--- src/rtl/conbus_pkg.sv ---
// rtl/conbus_pkg.sv - shared state encoding, default parameters and clog2 for the conbus switch
package conbus_pkg;

  typedef enum logic {
    IDLE   = 1'b0,
    ACCESS = 1'b1
  } state_t;

  localparam int DEF_DW       = 16;
  localparam int DEF_AW       = 16;
  localparam int DEF_NSLAVES  = 4;
  localparam int DEF_SEL_BITS = 2;
  localparam int DEF_TIMEOUT  = 255;

  function automatic int clog2(input int value);
    int r;
    int v;
    r = 0;
    v = value - 1;
    while (v > 0) begin
      r = r + 1;
      v = v >> 1;
    end
    return r;
  endfunction

endpackage

--- src/rtl/conbus1xn_ack_if.sv ---
// rtl/conbus1xn_ack_if.sv - master-port and slave-port signal bundle of the 1xN switch
interface conbus1xn_ack_if
  import conbus_pkg::*;
#(
  parameter int DW      = DEF_DW,
  parameter int AW      = DEF_AW,
  parameter int NSLAVES = DEF_NSLAVES
);
  logic                    m_stb;
  logic                    m_we;
  logic [AW-1:0]           m_a;
  logic [DW-1:0]           m_do;
  logic [DW-1:0]           m_di;
  logic                    m_ack;
  logic                    m_err;
  logic [NSLAVES-1:0]      s_stb;
  logic [NSLAVES-1:0]      s_we;
  logic [AW-1:0]           s_a;
  logic [DW-1:0]           s_do;
  logic [NSLAVES*DW-1:0]   s_di;
  logic [NSLAVES-1:0]      s_ack;

  // slave: the switch itself; master: the CPU port together with the attached slave devices
  modport slave (
    input  m_stb, m_we, m_a, m_do, s_di, s_ack,
    output m_di, m_ack, m_err, s_stb, s_we, s_a, s_do
  );

  modport master (
    output m_stb, m_we, m_a, m_do, s_di, s_ack,
    input  m_di, m_ack, m_err, s_stb, s_we, s_a, s_do
  );
endinterface

--- src/rtl/conbus_watchdog.sv ---
// rtl/conbus_watchdog.sv - saturating bus-access timeout counter; TIMEOUT=0 never expires
module conbus_watchdog
  import conbus_pkg::*;
#(
  parameter int TIMEOUT = DEF_TIMEOUT
) (
  input  logic clk,
  input  logic rst,
  input  logic clr,
  input  logic en,
  output logic expire
);
  localparam int CW = (TIMEOUT == 0) ? 1 : clog2(TIMEOUT + 1);
  localparam logic [CW-1:0] LAST = CW'((TIMEOUT == 0) ? 0 : TIMEOUT - 1);

  logic [CW-1:0] count_q, count_d;

  always_comb begin
    count_d = count_q;
    if (clr) begin
      count_d = '0;
    end else if (en && (count_q != LAST)) begin
      count_d = count_q + 1'b1;
    end
  end

  always_ff @(posedge clk) begin
    if (rst) begin
      count_q <= '0;
    end else begin
      count_q <= count_d;
    end
  end

  assign expire = (TIMEOUT != 0) && (count_q == LAST);
endmodule

--- src/rtl/conbus1xn_ack.sv ---
// rtl/conbus1xn_ack.sv - registered single-master to N-slave switch with ack, timeout and unmapped error
module conbus1xn_ack
  import conbus_pkg::*;
#(
  parameter int DW       = DEF_DW,
  parameter int AW       = DEF_AW,
  parameter int NSLAVES  = DEF_NSLAVES,
  parameter int SEL_BITS = DEF_SEL_BITS,
  parameter int TIMEOUT  = DEF_TIMEOUT
) (
  input  logic              sys_clk,
  input  logic              sys_rst,
  conbus1xn_ack_if.slave    bus
);
  state_t               state_q, state_d;
  logic [SEL_BITS-1:0]  sel_q, sel_d;
  logic                 we_q, we_d;
  logic [NSLAVES-1:0]   s_stb_q, s_stb_d;
  logic [NSLAVES-1:0]   s_we_q, s_we_d;
  logic [AW-1:0]        s_a_q, s_a_d;
  logic [DW-1:0]        s_do_q, s_do_d;
  logic [DW-1:0]        m_di_q, m_di_d;
  logic                 m_ack_q, m_ack_d;
  logic                 m_err_q, m_err_d;

  logic [SEL_BITS-1:0]  req_sel;
  logic [NSLAVES-1:0]   req_hit;
  logic                 sel_ack;
  logic [DW-1:0]        sel_di;
  logic                 wd_clr, wd_en, wd_expire;

  conbus_watchdog #(.TIMEOUT(TIMEOUT)) u_watchdog (
    .clk    (sys_clk),
    .rst    (sys_rst),
    .clr    (wd_clr),
    .en     (wd_en),
    .expire (wd_expire)
  );

  always_comb begin
    state_d = state_q;
    sel_d   = sel_q;
    we_d    = we_q;
    s_stb_d = s_stb_q;
    s_we_d  = s_we_q;
    s_a_d   = s_a_q;
    s_do_d  = s_do_q;
    m_di_d  = m_di_q;
    m_ack_d = 1'b0;
    m_err_d = 1'b0;
    wd_clr  = 1'b0;
    wd_en   = 1'b0;
    sel_ack = 1'b0;
    sel_di  = '0;
    req_sel = bus.m_a[AW-1 -: SEL_BITS];
    req_hit = '0;

    // An empty req_hit means the select value has no slave behind it
    for (int k = 0; k < NSLAVES; k++) begin
      req_hit[k] = (req_sel == SEL_BITS'(k));
      if (sel_q == SEL_BITS'(k)) begin
        sel_ack = bus.s_ack[k];
        sel_di  = bus.s_di[k*DW +: DW];
      end
    end

    case (state_q)
      IDLE: begin
        // The ack/err guard keeps a request still held in its completion cycle from restarting
        if (bus.m_stb && !m_ack_q && !m_err_q) begin
          sel_d  = req_sel;
          s_a_d  = bus.m_a;
          s_do_d = bus.m_do;
          we_d   = bus.m_we;
          wd_clr = 1'b1;
          if (|req_hit) begin
            s_stb_d = req_hit;
            s_we_d  = bus.m_we ? req_hit : '0;
            state_d = ACCESS;
          end else begin
            m_err_d = 1'b1;
            m_di_d  = '0;
          end
        end
      end
      ACCESS: begin
        if (sel_ack) begin
          m_ack_d = 1'b1;
          if (!we_q) begin
            m_di_d = sel_di;
          end
          s_stb_d = '0;
          s_we_d  = '0;
          state_d = IDLE;
        end else if (wd_expire) begin
          m_err_d = 1'b1;
          m_di_d  = '0;
          s_stb_d = '0;
          s_we_d  = '0;
          state_d = IDLE;
        end else begin
          wd_en = 1'b1;
        end
      end
      default: state_d = IDLE;
    endcase
  end

  always_ff @(posedge sys_clk) begin
    if (sys_rst) begin
      state_q <= IDLE;
      sel_q   <= '0;
      we_q    <= 1'b0;
      s_stb_q <= '0;
      s_we_q  <= '0;
      s_a_q   <= '0;
      s_do_q  <= '0;
      m_di_q  <= '0;
      m_ack_q <= 1'b0;
      m_err_q <= 1'b0;
    end else begin
      state_q <= state_d;
      sel_q   <= sel_d;
      we_q    <= we_d;
      s_stb_q <= s_stb_d;
      s_we_q  <= s_we_d;
      s_a_q   <= s_a_d;
      s_do_q  <= s_do_d;
      m_di_q  <= m_di_d;
      m_ack_q <= m_ack_d;
      m_err_q <= m_err_d;
    end
  end

  assign bus.s_stb = s_stb_q;
  assign bus.s_we  = s_we_q;
  assign bus.s_a   = s_a_q;
  assign bus.s_do  = s_do_q;
  assign bus.m_di  = m_di_q;
  assign bus.m_ack = m_ack_q;
  assign bus.m_err = m_err_q;
endmodule

--- src/flat_wrapper.sv ---
// flat-port wrapper written by rule: the top's interface ports become plain ports
module conbus1xn_ack_flat import conbus_pkg::*;
#(
  parameter int DW       = DEF_DW,
  parameter int AW       = DEF_AW,
  parameter int NSLAVES  = DEF_NSLAVES,
  parameter int SEL_BITS = DEF_SEL_BITS,
  parameter int TIMEOUT  = DEF_TIMEOUT
)
  (sys_clk, sys_rst, bus_m_stb, bus_m_we, bus_m_a, bus_m_do, bus_s_di, bus_s_ack, bus_m_di, bus_m_ack, bus_m_err, bus_s_stb, bus_s_we, bus_s_a, bus_s_do);
  conbus1xn_ack_if #(.DW(DW), .AW(AW), .NSLAVES(NSLAVES)) bus_i ();
  input  logic sys_clk;
  input  logic sys_rst;
  input wire logic [$bits(bus_i.m_stb)-1:0] bus_m_stb;
  input wire logic [$bits(bus_i.m_we)-1:0] bus_m_we;
  input wire logic [$bits(bus_i.m_a)-1:0] bus_m_a;
  input wire logic [$bits(bus_i.m_do)-1:0] bus_m_do;
  input wire logic [$bits(bus_i.s_di)-1:0] bus_s_di;
  input wire logic [$bits(bus_i.s_ack)-1:0] bus_s_ack;
  output wire logic [$bits(bus_i.m_di)-1:0] bus_m_di;
  output wire logic [$bits(bus_i.m_ack)-1:0] bus_m_ack;
  output wire logic [$bits(bus_i.m_err)-1:0] bus_m_err;
  output wire logic [$bits(bus_i.s_stb)-1:0] bus_s_stb;
  output wire logic [$bits(bus_i.s_we)-1:0] bus_s_we;
  output wire logic [$bits(bus_i.s_a)-1:0] bus_s_a;
  output wire logic [$bits(bus_i.s_do)-1:0] bus_s_do;
  assign bus_i.m_stb = bus_m_stb;
  assign bus_i.m_we = bus_m_we;
  assign bus_i.m_a = bus_m_a;
  assign bus_i.m_do = bus_m_do;
  assign bus_i.s_di = bus_s_di;
  assign bus_i.s_ack = bus_s_ack;
  assign bus_m_di = bus_i.m_di;
  assign bus_m_ack = bus_i.m_ack;
  assign bus_m_err = bus_i.m_err;
  assign bus_s_stb = bus_i.s_stb;
  assign bus_s_we = bus_i.s_we;
  assign bus_s_a = bus_i.s_a;
  assign bus_s_do = bus_i.s_do;
  conbus1xn_ack #(.DW(DW), .AW(AW), .NSLAVES(NSLAVES), .SEL_BITS(SEL_BITS), .TIMEOUT(TIMEOUT)) u_core (.sys_clk(sys_clk), .sys_rst(sys_rst), .bus(bus_i));
endmodule
--- config.mk ---
export PLATFORM = sky130hd
export DESIGN_NAME = conbus1xn_ack_flat
export DESIGN_NICKNAME = d
export VERILOG_FILES = /design/src/rtl/conbus_pkg.sv /design/src/rtl/conbus1xn_ack_if.sv /design/src/rtl/conbus_watchdog.sv /design/src/rtl/conbus1xn_ack.sv /design/src/flat_wrapper.sv
export SDC_FILE = /design/constraint.sdc
export NUM_CORES = 1
export LEC_CHECK = 0
export BUFFER_PORTS_ARGS = -buffer_cell sky130_fd_sc_hd__buf_2
export CORE_MARGIN = 4
export CORE_UTILIZATION = 25
export CTS_BUF_LIST = sky130_fd_sc_hd__clkbuf_2 sky130_fd_sc_hd__clkbuf_4 sky130_fd_sc_hd__clkbuf_8
export DETAILED_ROUTE_END_ITERATION = 8
export PLACE_DENSITY_LB_ADDON = 0.3
export SETUP_SLACK_MARGIN = 0.4
export SLEW_MARGIN = 20
export SYNTH_ARGS = -nofsm -noshare
export SYNTH_HDL_FRONTEND = slang
export SYNTH_SLANG_ARGS = --single-unit
--- constraint.sdc ---
create_clock -name sys_clk -period 3.6 [get_ports sys_clk]
set_clock_uncertainty 0.15 [all_clocks]
set_input_delay 0 -clock sys_clk [delete_from_list [all_inputs] [get_ports sys_clk]]
set_output_delay 0 -clock sys_clk [all_outputs]
set_load 0.02 [all_outputs]
==> results_dict.tcl <==
set metrics [dict create \
    ys_types 36 \
    routed_wire_length_per_instance_um 14.1 \
    final-setup-viol-count 0 \
    synth-seq-area-share 0.442 \
    critPathLaunch "u_core.state_q" \
    slew_violations 0 \
    drv_cap 0 \
    cts.htree.levels 3 \
    reg2regPathDepth 5 \
    synth_edf_count 0 \
    first_global_vias 3329 \
    effective_utilization_at_floorplan 0.256 \
    post_cts.resized_instances 0 \
    hpwl_mm 6.96 \
    worstMarginPinSlew_ns 0.906 \
    initial_antenna_violation_count 0 \
    fin_tns_setup_ns 0 \
    fin_ws_ns 0.657 \
    max-vdd-ir-drop_mv 0.233 \
    drcViolationCount 0 \
    top_level_ports 162 \
    yosys.area_share.xor_xnor 0.00569 \
    final_min_period_over_clock_period 0.817 \
    viasPerCell 4.57 \
    grt_use_total 0.143 \
    maxClockFrequency_mhz 340 \
    worstHoldPathType "in -> reg" \
    diodes 0 \
    max_slew_margin 0.396 \
    reg2reg_slack_ns 0.66 \
    cellLeakagePower_nw 2.21 \
    tritoncts "done" \
    layout.filler_cells 1192 \
    clock_tree.buffer_depth 2 \
    yosys_register_bits 68 \
    placedCellCount 622 \
    critPathKind "reg -> reg" \
    finish.net_count 669 \
    layout.cells.most_common "sky130_fd_sc_hd__buf_2" \
    cts_sinks 68 \
    outcome "finished clean" \
    ys_top_cells_by_area "sky130_fd_sc_hd__dfxtp_1 (44%), sky130_fd_sc_hd__mux4_2 (12%), sky130_fd_sc_hd__nand2_1 (11%)" \
    cp_data_required_time_ns 3.74 \
    main_combinational_cell_family_by_area_after_synthesis "simple AND/OR/NAND/NOR gates" \
    cts-buffers-inserted 9 \
    cellPowerDensity_mw_per_mm2 361 \
    ctsRootBufferMaster "sky130_fd_sc_hd__clkbuf_8" \
    final_cells 715 \
    final_layout_size_suffix_gt1_frac 0.357 \
    worstSetupEndpoint "u_core.bus.s_we[2]" \
    timing.rr.start "u_core.state_q" \
    chipWidth_um 119 \
    top_library_cells_by_usage_in_the_layout_fill_and_taps_aside "sky130_fd_sc_hd__buf_2 (161), sky130_fd_sc_hd__nand2_1 (88), sky130_fd_sc_hd__dlygate4sd3_1 (77)" \
    drt_wl_total_mm 10.1 \
    io_buffers 161 \
    setup_repair_after_global_routing_missed_its_margin "no" \
    path_max_fanout 42 \
    finalWeightedCongestion 0.767 \
    synth_compound_gate_area_share 0.117 \
    syn-instance-count 333 \
    die_area_mm2 0.0141 \
    synth.largest_area_cell "sky130_fd_sc_hd__dfxtp_1" \
    placeableCoreArea_mm2 0.0120 \
    placement_rows 40 \
    hold_viol_final 0 \
    final_util 0.412 \
    min_period_ns 2.94 \
    area_growth_syn_to_layout_pct 60.8 \
    grt_overflow_total 0 \
    synth-adder-area-share 0.00813 \
    initialDrtViolationCount 160 \
    synthMuxAreaShare 0.176 \
    end_kind "flop" \
    ys_warn_count 0 \
    maximum_number_of_pins_on_one_net_before_global_route_repair 46 \
    ys.flop_type "sky130_fd_sc_hd__dfxtp_1" \
    critical_path.reg2reg.endpoint "u_core.bus.s_we[2]" \
    detail-route-antenna-nets 0 \
    grt_first_pass_wirelength_mm 16.3 \
    detailedPlace.worstSlack_ns 1.21 \
    synth_simple_gate_area_frac 0.211 \
    synthesis.nets 439 \
    yosys.area.top_type_share 0.442 \
    clk_transition_reported_paths_ns 0.08 \
    syn_area_mm2 0.00308 \
    cp_data_arrival_time_ns 3.08 \
    postSynthAreaPerCell_um2 9.24 \
    detailedRoute.firstPassIterationCount 4 \
    die_y_extent_um 119 \
    worst_skew_pair.late_latency_ns 0.35 \
    ys_async_sr_fraction 0 \
    startpoint_kind_of_the_worst_setup_timing_path "flop" \
    via_count 3271 \
]
[critical path, stage by stage (launching register included)]
cell and delay [ns]:
sky130_fd_sc_hd__dfxtp_1 0.43, sky130_fd_sc_hd__or4b_2 1.13, sky130_fd_sc_hd__nor2_1 0.38, sky130_fd_sc_hd__nand3_1 0.11
sky130_fd_sc_hd__dlygate4sd3_1 0.56, sky130_fd_sc_hd__a21oi_1 0.11
[worst min path at each step]
stage	depth (start not counted)	end	start
2_1_floorplan	2	u_core.we_q	bus_m_we
3_3_place_gp	3	u_core.bus.s_do[1]	bus_m_do[1]
3_5_place_dp	3	u_core.bus.s_do[13]	bus_m_do[13]
4_1_cts	2	u_core.bus.s_do[13]	sys_rst
5_1_grt	2	u_core.bus.s_a[5]	sys_rst
6_report	2	u_core.bus.s_do[10]	sys_rst
[synth_stat cells, types with 2 or more instances]
cell type,count
sky130_fd_sc_hd__dfxtp_1,68
sky130_fd_sc_hd__nor2b_1,5
sky130_fd_sc_hd__clkbuf_1,18
sky130_fd_sc_hd__nand3_1,7
sky130_fd_sc_hd__inv_1,2
sky130_fd_sc_hd__a21oi_1,45
sky130_fd_sc_hd__nor2_1,6
sky130_fd_sc_hd__a211oi_1,2
sky130_fd_sc_hd__o211ai_1,6
sky130_fd_sc_hd__nor4_1,2
sky130_fd_sc_hd__nand2b_1,18
sky130_fd_sc_hd__xnor2_1,2
sky130_fd_sc_hd__mux2i_1,16
sky130_fd_sc_hd__nand2_1,88
sky130_fd_sc_hd__buf_6,3
sky130_fd_sc_hd__o31ai_1,2
sky130_fd_sc_hd__buf_1,2
sky130_fd_sc_hd__ha_1,2
sky130_fd_sc_hd__o21ai_0,3
sky130_fd_sc_hd__nand4_1,2
sky130_fd_sc_hd__mux4_2,17
sky130_fd_sc_hd__or3_1,3
[flip-flops by register name (all words and copies together) (netlist names)]
register and flops:
u_core.bus.s_do 16, u_core.u_watchdog.count_q 8, u_core.bus.m_di 16, u_core.bus.m_ack 1, u_core.bus.s_a 15, u_core.bus.m_err 1
u_core.we_q 1, u_core.sel_q 1, u_core.bus.s_stb 4, u_core.state_q 1, u_core.bus.s_we 4
[what timing repair did]
item	4_1_cts	5_1_grt
hold buffers	77	0
endpoints found under the setup margin	0	0
hold endpoints to repair	58	0
buffers inserted	0	0
[area by class of cell]
| class | count | area (um2) | area share |
|---|---|---|---|
| multi-input combinational | 239 | 1600 | 0.324 |
| sequential | 68 | 1360 | 0.275 |
| clock inverter | 4 | 25.0 | 0.00506 |
| tap | 147 | 184 | 0.0372 |
| clock buffer | 12 | 153 | 0.0309 |
| timing repair buffer | 243 | 1610 | 0.326 |
| inverter | 2 | 7.51 | 0.00152 |
[metrics by stage]
| step | hold slack, ns | cell area (um2) | power [mW] |
|---|---|---|---|
| 2_1_floorplan | -0.0140 | 3080 | 1.02 |
| 3_3_place_gp | 0.0921 | 4000 | 1.14 |
| 3_5_place_dp | 0.0946 | 4000 | 1.14 |
| 4_1_cts | 0.102 | 4950 | 1.82 |
| 5_1_grt | 0.162 | 4950 | 1.89 |
| 6_report | 0.120 | 4950 | 1.79 |
[report_power, final]
| group | switching [mW] | total [mW] | internal [mW] |
|---|---|---|---|
| clock network | 0.299 | 0.581 | 0.282 |
| registers | 0.0204 | 0.807 | 0.787 |
| logic | 0.190 | 0.397 | 0.207 |
[routing by layer]
metal | vias up | share of wire | GRT usage
met2 | 129 | 0.47 | 0.237
met4 | 0 | 0.020 | 0.0630
li1 | 1623 | - | -
met3 | 14 | 0.073 | 0.0413
met1 | 1505 | 0.44 | 0.172
met5 | - | 0 | 0
[cell families (layout without fill, tap and decap cells)]
family,count (synthesis),after routing
xor+xnor,2,2
buf+inv,26,261
mux,33,33
compound gates,62,62
flops,68,68
simple gates,140,140
fa+ha+maj,2,2
Power figures use the tool's default switching activity.
